File: config.mk
export PLATFORM = sky130hd
export DESIGN_NAME = alu_sequencer
export DESIGN_NICKNAME = d
export VERILOG_FILES = /design/src/rtl/alu_sequencer.sv
export SDC_FILE = /design/constraint.sdc
export NUM_CORES = 1
export LEC_CHECK = 0
export BUFFER_PORTS_ARGS = -buffer_cell sky130_fd_sc_hd__buf_2
export CORE_UTILIZATION = 25
export DETAILED_ROUTE_END_ITERATION = 12
export HOLD_SLACK_MARGIN = 0.12
export RECOVER_POWER = 50
export SLEW_MARGIN = 10
export SYNTH_ARGS = -nofsm -noshare
export SYNTH_HDL_FRONTEND = slang
export SYNTH_SLANG_ARGS = --single-unit
File: constraint.sdc
create_clock -name clk -period 4.21 [get_ports clk]
set_clock_uncertainty 0.15 [all_clocks]
set_input_delay 0.2105 -clock clk [delete_from_list [all_inputs] [get_ports clk]]
set_output_delay 0.2105 -clock clk [all_outputs]
set_load 0.02 [all_outputs]
File: src/rtl/alu_sequencer.sv
// alu_sequencer: shares one ALU between the instruction-execute stage (port 0)
// and the address/DMA unit (port 1). Round-robin arbitration, operand latch,
// ALU_LAT cycles of execute, then one response on a valid/ready channel.
//
// Handshake: a transfer happens on a rising clk edge where valid && ready.
// Requesters hold valid and payload stable until ready; dropping valid early
// withdraws the request. reqN_ready is combinational from the valids and only
// high in IDLE. rsp_* is held stable while rsp_valid && !rsp_ready.
module alu_sequencer #(
  parameter int WIDTH   = 16,
  parameter int ALU_LAT = 1
) (
  input  logic             clk,
  input  logic             reset_n,
  input  logic             req0_valid,
  output logic             req0_ready,
  input  logic [3:0]       req0_op,
  input  logic [WIDTH-1:0] req0_a,
  input  logic [WIDTH-1:0] req0_b,
  input  logic [3:0]       req0_shift,
  input  logic             req1_valid,
  output logic             req1_ready,
  input  logic [3:0]       req1_op,
  input  logic [WIDTH-1:0] req1_a,
  input  logic [WIDTH-1:0] req1_b,
  input  logic [3:0]       req1_shift,
  output logic             rsp_valid,
  input  logic             rsp_ready,
  output logic             rsp_id,
  output logic [WIDTH-1:0] rsp_result,
  output logic [2:0]       rsp_flags,
  output logic             rsp_err,
  output logic             alu_execute,
  output logic [3:0]       alu_op,
  output logic [3:0]       alu_shift,
  output logic [WIDTH-1:0] alu_src1,
  output logic [WIDTH-1:0] alu_src2,
  input  logic [WIDTH-1:0] alu_result,
  input  logic [2:0]       alu_flags,
  output logic [1:0]       dbg_state
);

  localparam logic [1:0] S_IDLE  = 2'd0;
  localparam logic [1:0] S_ISSUE = 2'd1;
  localparam logic [1:0] S_RESP  = 2'd2;

  // Counter reload: execute is held for ALU_LAT cycles (legal range 1..4).
  localparam logic [1:0] LAT_LOAD = 2'(ALU_LAT - 1);

  logic [1:0]       state;
  logic             last_grant;
  logic [1:0]       lat_cnt;
  logic             id_q;

  logic             any_valid;
  logic             grant1;
  logic             accept;
  logic [3:0]       sel_op;
  logic [WIDTH-1:0] sel_a;
  logic [WIDTH-1:0] sel_b;
  logic [3:0]       sel_shift;
  logic             sel_illegal;

  // Arbitration and payload select: a tie goes to the port that did not win last.
  always_comb begin
    any_valid   = req0_valid | req1_valid;
    grant1      = 1'b0;
    if (req0_valid && req1_valid) begin
      grant1 = ~last_grant;
    end else begin
      grant1 = req1_valid;
    end
    accept      = reset_n && (state == S_IDLE) && any_valid;
    req0_ready  = accept && !grant1;
    req1_ready  = accept && grant1;
    sel_op      = grant1 ? req1_op    : req0_op;
    sel_a       = grant1 ? req1_a     : req0_a;
    sel_b       = grant1 ? req1_b     : req0_b;
    sel_shift   = grant1 ? req1_shift : req0_shift;
    sel_illegal = (sel_op > 4'd9);
  end

  // Status outputs decoded from the FSM state; dbg_state exposes the raw state.
  always_comb begin
    alu_execute = (state == S_ISSUE);
    rsp_valid   = (state == S_RESP);
    dbg_state   = state;
  end

  // FSM, operand latch and response capture. The alu_* operand registers keep
  // their last value outside ISSUE so the ALU's held output does not glitch.
  always_ff @(posedge clk or negedge reset_n) begin
    if (!reset_n) begin
      state      <= S_IDLE;
      last_grant <= 1'b1;
      lat_cnt    <= 2'd0;
      id_q       <= 1'b0;
      rsp_id     <= 1'b0;
      rsp_result <= '0;
      rsp_flags  <= 3'b000;
      rsp_err    <= 1'b0;
      alu_op     <= 4'd0;
      alu_shift  <= 4'd0;
      alu_src1   <= '0;
      alu_src2   <= '0;
    end else begin
      case (state)
        S_IDLE: begin
          if (accept) begin
            alu_op     <= sel_op;
            alu_shift  <= sel_shift;
            alu_src1   <= sel_a;
            alu_src2   <= sel_b;
            id_q       <= grant1;
            last_grant <= grant1;
            if (sel_illegal) begin
              // Illegal opcode: never touch the ALU, answer with an error.
              rsp_id     <= grant1;
              rsp_result <= '0;
              rsp_flags  <= 3'b000;
              rsp_err    <= 1'b1;
              state      <= S_RESP;
            end else begin
              lat_cnt <= LAT_LOAD;
              state   <= S_ISSUE;
            end
          end
        end
        S_ISSUE: begin
          if (lat_cnt == 2'd0) begin
            rsp_id     <= id_q;
            rsp_result <= alu_result;
            rsp_flags  <= alu_flags;
            rsp_err    <= 1'b0;
            state      <= S_RESP;
          end else begin
            lat_cnt <= lat_cnt - 2'd1;
          end
        end
        S_RESP: begin
          if (rsp_ready) begin
            state <= S_IDLE;
          end
        end
        default: state <= S_IDLE;
      endcase
    end
  end

endmodule

==> results of run 1 <==
==> synth_stat cells (2+ instances only) <==
| cell | n |
|---|---|
| nor3_1 | 3 |
| a21o_1 | 2 |
| dfrtp_1 | 66 |
| a221o_1 | 37 |
| nor2_1 | 2 |
| inv_1 | 5 |
| nand2_1 | 5 |
| o21ai_0 | 7 |
| and3_1 | 37 |
| buf_2 | 10 |
| buf_6 | 5 |
| a22o_1 | 19 |
| clkbuf_1 | 7 |
| mux2i_1 | 5 |
==> flip-flops by register name, indices dropped and copies added (netlist names) <==
signal	count
rsp_err	1
last_grant	1
dbg_state	2
alu_op	4
alu_src1	16
lat_cnt	2
rsp_result	16
rsp_flags	3
id_q	1
alu_shift	4
rsp_id	1
alu_src2	16
==> per-stage QoR <==
step	setup slack [ns]	instance area (µm²)	power (mW)	hold WS (ns)
after detailed placement	1.94	3810	2.40	0.236
after global placement	2.02	3810	2.38	0.236
after CTS	1.42	5100	3.44	0.310
after global routing	1.26	5020	3.57	0.360
after floorplan	2.36	2850	1.94	-0.235
final	1.34	5020	3.35	0.322
==> final timing paths <==
check / startpoint / slack (ns) / endpoint / cells past startpoint
max: reset_n / 1.34 / alu_src2[5] / 6
min: lat_cnt[0] / 0.32 / lat_cnt[0] / 1
max reg2reg: dbg_state[0] / 1.39 / alu_src2[5] / 4
min reg2reg: lat_cnt[0] / 0.32 / lat_cnt[0] / 1
max in group asynchronous: reset_n / 1.94 / alu_src2[3] / 3
min in group asynchronous: reset_n / 0.95 / alu_shift[2] / 3
==> final cells by class <==
type,count,share of cell area
Clock buffer,13,0.0539
Inverter,5,0.00374
Multi-Input combinational cell,131,0.207
Tap cell,140,0.0349
Timing Repair Buffer,277,0.364
Sequential cell,67,0.334
Clock inverter,2,0.00200
==> repair_timing <==
item	CTS	global route
hold buffers	101	0
resized for setup	0	0
setup endpoints to repair	0	0
endpoints found under the hold margin	126	0
==> cell families (layout without fill, tap and decap cells) <==
logic type      after synthesis  count (layout)  share of synthesized area
fa+ha+maj                     1               1                    0.00438
flops                        67              67                      0.588
simple gates                 52              52                      0.109
buf+inv                      27             297                     0.0530
compound gates               72              72                      0.224
mux                           6               6                     0.0215
==> per-layer routing <==
metal / share of wire / up-vias / GRT usage
met1: 0.44 / 1467 / 0.191
li1: - / 1408 / -
met4: 0.010 / 0 / 0.0512
met3: 0.053 / 8 / 0.0442
met5: 0 / - / 0
met2: 0.50 / 105 / 0.288
==> where the power goes <==
part | internal [mW] | switching, mW | leakage [nW]
logic | 0.710 | 0.817 | 1.51
registers | 0.941 | 0.185 | 0.849
clock network | 0.441 | 0.255 | 0.141
total | 2.09 | 1.26 | 2.51
==> impl_metrics.toml, run 1 <==
[placement]
post-place-cells = 519
port_buffer_count = 170
gp_congestion = 0.698
place_hpwl_um = 5670

[cts]
cts_max_path_buffers = 2
cts-buffers-inserted = 9
clock_transition_at_the_register_clock_pins_on_the_worst_setup_and_hold_paths_after_cts_ns = 0.05
clock_tree.root_cell = "clkbuf_16"
clock_insertion_delay_worst_skew_ns = 0.32
h-tree-depth = 3
post_cts_buffers = 0
tritoncts_clock_tree = "done"
clock_sinks = 67

[sta]
final_max_slew_viol_count = 68
finalCriticalPeriod_ns = 2.87
finalSetupViolCount = 0
timing.max_slew.rel_slack = -0.105
timing.final.crit_share = 0.683
worst_pin_slew_ns = 1.66
fin_tns_setup_ns = 0
fmaxAchievable_ghz = 0.348
unrepaired_setup_endpoints_after_global_routing = "false"
hold_violations = 0

[global_route]
grt.total_usage = 0.163
grt_max_degree = 68
global_route.overflow_total = 0
grt_antenna_before_repair = 0
grt_pass1_wl_um = 14800
first_global_vias = 3145

[yosys]
netlist.area_leader.share = 0.579
synthCells = 225
syn_nets = 330
post_synth_num_cell_types = 29
ys_ff_latch = 67
syn-mean-instance-area_um2 = 12.7
synthTopCellsByArea = "dfrtp_1 (58%), a221o_1 (13%), and3_1 (8.1%)"
total_of_warnings_raised_by_yosys = 0
synth_enable_flop_cells = 0
post_synthesis_instance_area_mm2 = 0.00285
dominantRegCellSynth = "dfrtp_1"
yosysSeqAreaShare = 0.588
synthArstFlopShare = 1.00
yosysTopAreaCell = "dfrtp_1"

[critical_path]
worst-endpoint-arrival_ns = 2.91
cpLargestDelayFamily = "buffers and inverters"
critical-path-max-stage-delay_ns = 0.84
setup.worst_path.start_class = "input pin"
required_ns = 4.25
worst_path_slowest_cell = "or3_2"
criticalPathCategory = "in2reg"
critPathBufInv = 3
setup.worst_path.end_class = "flop"
worstPathCellList = "dlygate4sd3_1 > clkbuf_1 > nand2b_4 > or3_2 > a221o_1 > dlygate4sd3_1"
path_max_fanout = 45
critical_path.most_common_cell = "dlygate4sd3_1"

[hold_path]
min-delay-path-class = "reg2reg"

[floorplan]
floorplan.initialDensity = 0.260
ioPinCount = 171
floorplan.core_area_mm2 = 0.0110
rows = 38
fp.dieW_um = 109
die_area_mm2 = 0.0118
die_span_y_um = 109

[final_layout]
final_layout_size_suffix_gt1_frac = 0.269
area_growth_syn_to_layout_pct = 75.8
final_core_utilization = 0.457
most-common-layout-cells = "buf_2 (106), dlygate4sd3_1 (101), dfrtp_1 (66)"
final_common_cell = "buf_2"
layout.cells.non_filler = 635
regArea_mm2 = 0.00168
multi_input_area_mm2 = 0.00104
fillerInstances = 1058
nets = 596
antenna_cells_inserted = 0

[detailed_routing]
detail_route.first_pass.iterations = 4
drt_first_iter_violations = 153
detail_route.vias_per_cell = 4.71
routed_wl_um = 9450
dr_wl_cell_um = 14.9
drt.antenna.violating_nets = 0
vias = 2988
drcViolationCount = 0

[power_and_ir_drop]
irDropWorstVdd_mv = 0.318
pwr_density_cell_mw_per_mm2 = 668
total_leakage_power_nw = 2.51

[outcome]
outcome = "complete, but fails checks"
violated_checks = "max-capacitance violations, max-slew violations"

[job]
total_of_max_cap_violations = 1
Power figures use the tool's default switching activity.
==> run 2: changes to the inputs <==
==> constraint.sdc (replaced) <==
create_clock -name clk -period 2.8 [get_ports clk]
set_clock_uncertainty 0.15 [all_clocks]
set_input_delay 0.14 -clock clk [delete_from_list [all_inputs] [get_ports clk]]
set_output_delay 0.14 -clock clk [all_outputs]
set_load 0.02 [all_outputs]
==> impl_metrics.toml, run 2 (synthesis results as in run 1) <==
[outcome]
outcome = "complete, but fails checks"
violated_checks = "max-capacitance violations, max-slew violations"

[global_route]
grt.total_usage = 0.174
grt_pass1_wl_um = 15600
global_route.overflow_total = 0
first_global_vias = 3137
grt_max_degree = 68
grt_antenna_before_repair = 0

[placement]
post-place-cells = 521
gp_congestion = 0.720
port_buffer_count = 170
place_hpwl_um = 5860

[power_and_ir_drop]
total_leakage_power_nw = 2.52
pwr_density_cell_mw_per_mm2 = 1010
post-layout-total-power_mw = 5.09
irDropWorstVdd_mv = 0.396

[floorplan]
rows = 38
fp.dieW_um = 109
floorplan.initialDensity = 0.260
floorplan.core_area_mm2 = 0.0110
die_area_mm2 = 0.0118
ioPinCount = 171
die_span_y_um = 109

[final_layout]
nets = 598
top_regs = "alu_src1 (16), alu_src2 (16), rsp_result (16)"
final_layout_size_suffix_gt1_frac = 0.272
final_core_utilization = 0.459
fillerInstances = 1062
most-common-layout-cells = "buf_2 (106), dlygate4sd3_1 (101), dfrtp_1 (66)"
layout.cells.non_filler = 637
area_growth_syn_to_layout_pct = 76.5
antenna_cells_inserted = 0
final_common_cell = "buf_2"

[sta]
unrepaired_setup_endpoints_after_global_routing = "false"
finalCriticalPeriod_ns = 2.66
timing.final.crit_share = 0.950
fin_tns_setup_ns = 0
fmaxAchievable_ghz = 0.376
hold_violations = 0
worst_pin_slew_ns = 1.68
final_max_slew_viol_count = 68
timing.max_slew.rel_slack = -0.118
finalSetupViolCount = 0

[cts]
clock_sinks = 67
h-tree-depth = 3
clock_insertion_delay_worst_skew_ns = 0.32
cts_max_path_buffers = 2
cts-buffers-inserted = 9
clock_transition_at_the_register_clock_pins_on_the_worst_setup_and_hold_paths_after_cts_ns = 0.05
clock_tree.root_cell = "clkbuf_16"
tritoncts_clock_tree = "done"

[critical_path]
worst-endpoint-arrival_ns = 2.71
setup.worst_path.start_class = "flop"
cpLargestDelayFamily = "buffers and inverters"
critical_path.most_common_cell = "buf_4"
path_max_fanout = 43
setup.worst_path.end_class = "flop"
worst_path_slowest_cell = "dlygate4sd3_1"
worstPathCellList = "a21bo_1 > buf_4 > nor3_2 > buf_4 > a221o_1 > dlygate4sd3_1"
required_ns = 2.84
critPathBufInv = 3
r2r_setup_slk_ns = 0.14
critical-path-max-stage-delay_ns = 0.58
criticalPathCategory = "reg2reg"

[detailed_routing]
detail_route.vias_per_cell = 4.80
drcViolationCount = 0
vias = 3060
routed_wl_um = 10000
dr_wl_cell_um = 15.8
detail_route.first_pass.iterations = 4
drt_first_iter_violations = 246
drt.antenna.violating_nets = 0

[hold_path]
min-delay-path-class = "in2reg"

[job]
total_of_max_cap_violations = 1
==> run 2: tightest hold or removal path, stage by stage <==
cell and delay [ns]:
buf_2 0.09, o21ai_0 0.08, mux2i_1 0.20, a211oi_1 0.15
==> run 2: cell type report <==
cell class | instances | area [µm²] | share of cell area
clock buffer | 13 | 270 | 0.0537
clock inverter | 2 | 10.0 | 0.00199
inverter | 5 | 18.8 | 0.00373
multi-input combinational | 131 | 1040 | 0.207
sequential | 67 | 1680 | 0.333
tap | 140 | 175 | 0.0348
timing repair buffer | 279 | 1840 | 0.365
==> run 2: power by group <==
part / total [mW] / switching (mW) / internal (mW) / leakage, nW
Sequential: 1.71 / 0.291 / 1.41 / 0.849
Clock: 1.06 / 0.399 / 0.664 / 0.141
Combinational: 2.32 / 1.24 / 1.08 / 1.53
Total: 5.09 / 1.93 / 3.16 / 2.52
==> run 2: what timing repair did <==
item                                   CTS  global route
gates resized for setup                  0             1
hold buffers                           101             0
endpoints found under the hold margin  127             0
setup endpoints to repair                0            34
setup buffers                            0             0
==> run 2: path summary, 6_finish.rpt <==
path                       cells after the start        from           end
hold / removal                                 4  req1_op[1]  dbg_state[0]
hold reg to reg                                1        id_q          id_q
max in group asynchronous                      3     reset_n  alu_src2[11]
min in group asynchronous                      3     reset_n          id_q
setup / recovery                               6  last_grant   alu_src1[9]
setup reg to reg                               6  last_grant   alu_src1[9]
==> run 2: through the flow <==
step | worst slack [ns] | cell area, µm² | hold WS [ns]
floorplan | 0.950 | 2850 | -0.306
CTS | 0.0395 | 5120 | 0.261
global route | 0.0347 | 5040 | 0.303
finish | 0.139 | 5040 | 0.239
detailed placement | 0.594 | 3830 | 0.178
global placement | 0.653 | 3830 | 0.173
==> run 2: per-layer routing <==
metal  vias up  part of all wire  GRT usage
li1       1414                 -          -
met1      1508              0.44      0.205
met2       123              0.50      0.306
met3        15             0.054     0.0466
met4         0             0.013     0.0579
met5         -                 0          0
==> run 3: changes to the inputs <==
==> constraint.sdc (replaced) <==
create_clock -name clk -period 2.8 [get_ports clk]
set_clock_uncertainty 0.15 [all_clocks]
set_input_delay 0.42 -clock clk [delete_from_list [all_inputs] [get_ports clk]]
set_output_delay 0.42 -clock clk [all_outputs]
set_load 0.02 [all_outputs]
==> impl_metrics.toml, run 3 (synthesis results as in run 1) <==
[outcome]
outcome = "complete, but fails checks"
violated_checks = "max-capacitance violations, max-slew violations"

[power_and_ir_drop]
irDropWorstVdd_mv = 0.390
total_leakage_power_nw = 2.17
pwr_density_cell_mw_per_mm2 = 1130
post-layout-total-power_mw = 4.58

[detailed_routing]
vias = 2579
dr_wl_cell_um = 15.6
drt_first_iter_violations = 146
detail_route.first_pass.iterations = 4
m1WireLength_um = 4010
route.met2.wl_um = 3730
routed_wl_um = 8360
drt.antenna.violating_nets = 0
met3_length_um = 541
detail_route.vias_per_cell = 4.81
drcViolationCount = 0
topRoutingLayerUsed = "met4"

[final_layout]
area_growth_syn_to_layout_pct = 42.2
final_layout_size_suffix_gt1_frac = 0.417
layout.cells.non_filler = 536
antenna_cells_inserted = 0
top_regs = "alu_src1 (16), alu_src2 (16), rsp_result (16)"
nets = 497
fillerInstances = 1112
most-common-layout-cells = "buf_2 (136), dfrtp_1 (66), and3_1 (37), a221o_1 (37), clkbuf_1 (35)"
final_common_cell = "buf_2"

[global_route]
grt_pass1_wl_um = 12900
grt.total_usage = 0.143
first_global_vias = 2520
global_route.overflow_total = 0
grt_antenna_before_repair = 0
grt_max_degree = 68

[critical_path]
criticalPathCategory = "reg2out"
critical-path-max-stage-delay_ns = 0.53
critPathBufInv = 2
worst_path_slowest_cell = "dfstp_2"
setup.worst_path.start_class = "flop"
setup.worst_path.end_class = "output pin"
r2r_setup_slk_ns = 0.59
cpLargestDelayFamily = "flip-flops"
worstPathCellList = "a21bo_1 > buf_4 > and2_1 > buf_2"
required_ns = 2.23
path_max_fanout = 28
worst-endpoint-arrival_ns = 1.64

[sta]
timing.final.crit_share = 0.789
finalSetupViolCount = 0
finalCriticalPeriod_ns = 2.21
timing.max_slew.rel_slack = -0.147
final_max_slew_viol_count = 68
fin_tns_setup_ns = 0
fmaxAchievable_ghz = 0.452
hold_violations = 0
worst_pin_slew_ns = 1.72
unrepaired_setup_endpoints_after_global_routing = "false"
final_setup_margin_ns = 0.590

[job]
total_of_max_cap_violations = 1

[cts]
clock_insertion_delay_worst_skew_ns = 0.32
post_cts_buffers = 0
cts_max_path_buffers = 2
h-tree-depth = 3
clock_tree.root_cell = "clkbuf_16"
cts-buffers-inserted = 9
clock_transition_at_the_register_clock_pins_on_the_worst_setup_and_hold_paths_after_cts_ns = 0.05
clock_sinks = 67
cts_repair_resize_count = 0
cts_hold_buf = 0
tritoncts_clock_tree = "done"

[placement]
post-place-cells = 521
detailedPlace.worstSlack_ns = 0.575
place_hpwl_um = 5910
port_buffer_count = 170
gp_congestion = 0.699

[floorplan]
die_area_mm2 = 0.0118
fp.dieW_um = 109
ioPinCount = 171
floorplan.core_area_mm2 = 0.0110
rows = 38
die_span_y_um = 109
floorplan.initialDensity = 0.260

[hold_path]
min-delay-path-class = "in2reg"
run 3: cell type report:
class,instances,area [µm²],area share
clock buffer,13,270,0.0666
clock inverter,2,10.0,0.00247
inverter,5,18.8,0.00462
multi-input combinational,131,1040,0.256
sequential,67,1680,0.413
tap,140,175,0.0432
timing repair buffer,178,866,0.213
run 3: final timing paths:
path,start,cells past startpoint,end
max in group asynchronous,reset_n,2,alu_src1[1]
hold / removal,rsp_ready,2,dbg_state[1]
setup reg to reg,dbg_state[0],3,alu_src1[7]
hold reg to reg,lat_cnt[0],1,lat_cnt[0]
min in group asynchronous,reset_n,2,dbg_state[0]
setup / recovery,last_grant,4,req0_ready
run 3: through the flow:
stage / instance area [µm²] / util / hold slack (ns)
final: 4060 / 0.370 / 0.143
after global routing: 4060 / 0.370 / 0.124
after CTS: 4110 / 0.374 / 0.135
after detailed placement: 3830 / 0.348 / 0.322
after global placement: 3830 / 0.348 / 0.308
after floorplan: 2850 / - / -0.0256
run 3: routing by layer:
metal / global-route usage / vias to the layer above
met4: 0.0376 / 0
li1: - / 1216
met1: 0.193 / 1258
met5: 0 / -
met2: 0.219 / 100
met3: 0.0466 / 5
run 3: report_power, final:
part / internal (mW) / switching, mW / total [mW] / leakage, nW
Sequential: 1.41 / 0.267 / 1.68 / 0.849
Clock: 0.664 / 0.392 / 1.06 / 0.141
Combinational: 0.716 / 1.13 / 1.85 / 1.18
Total: 2.79 / 1.79 / 4.58 / 2.17
run 3: worst reg2reg max path, delay by kind of cell (launching register included):
kind | cells | cell delay [ns]
and+or+nand+nor | 2 | 1.04
DFF | 1 | 0.45
AOI/OAI and AO/OA | 1 | 0.45
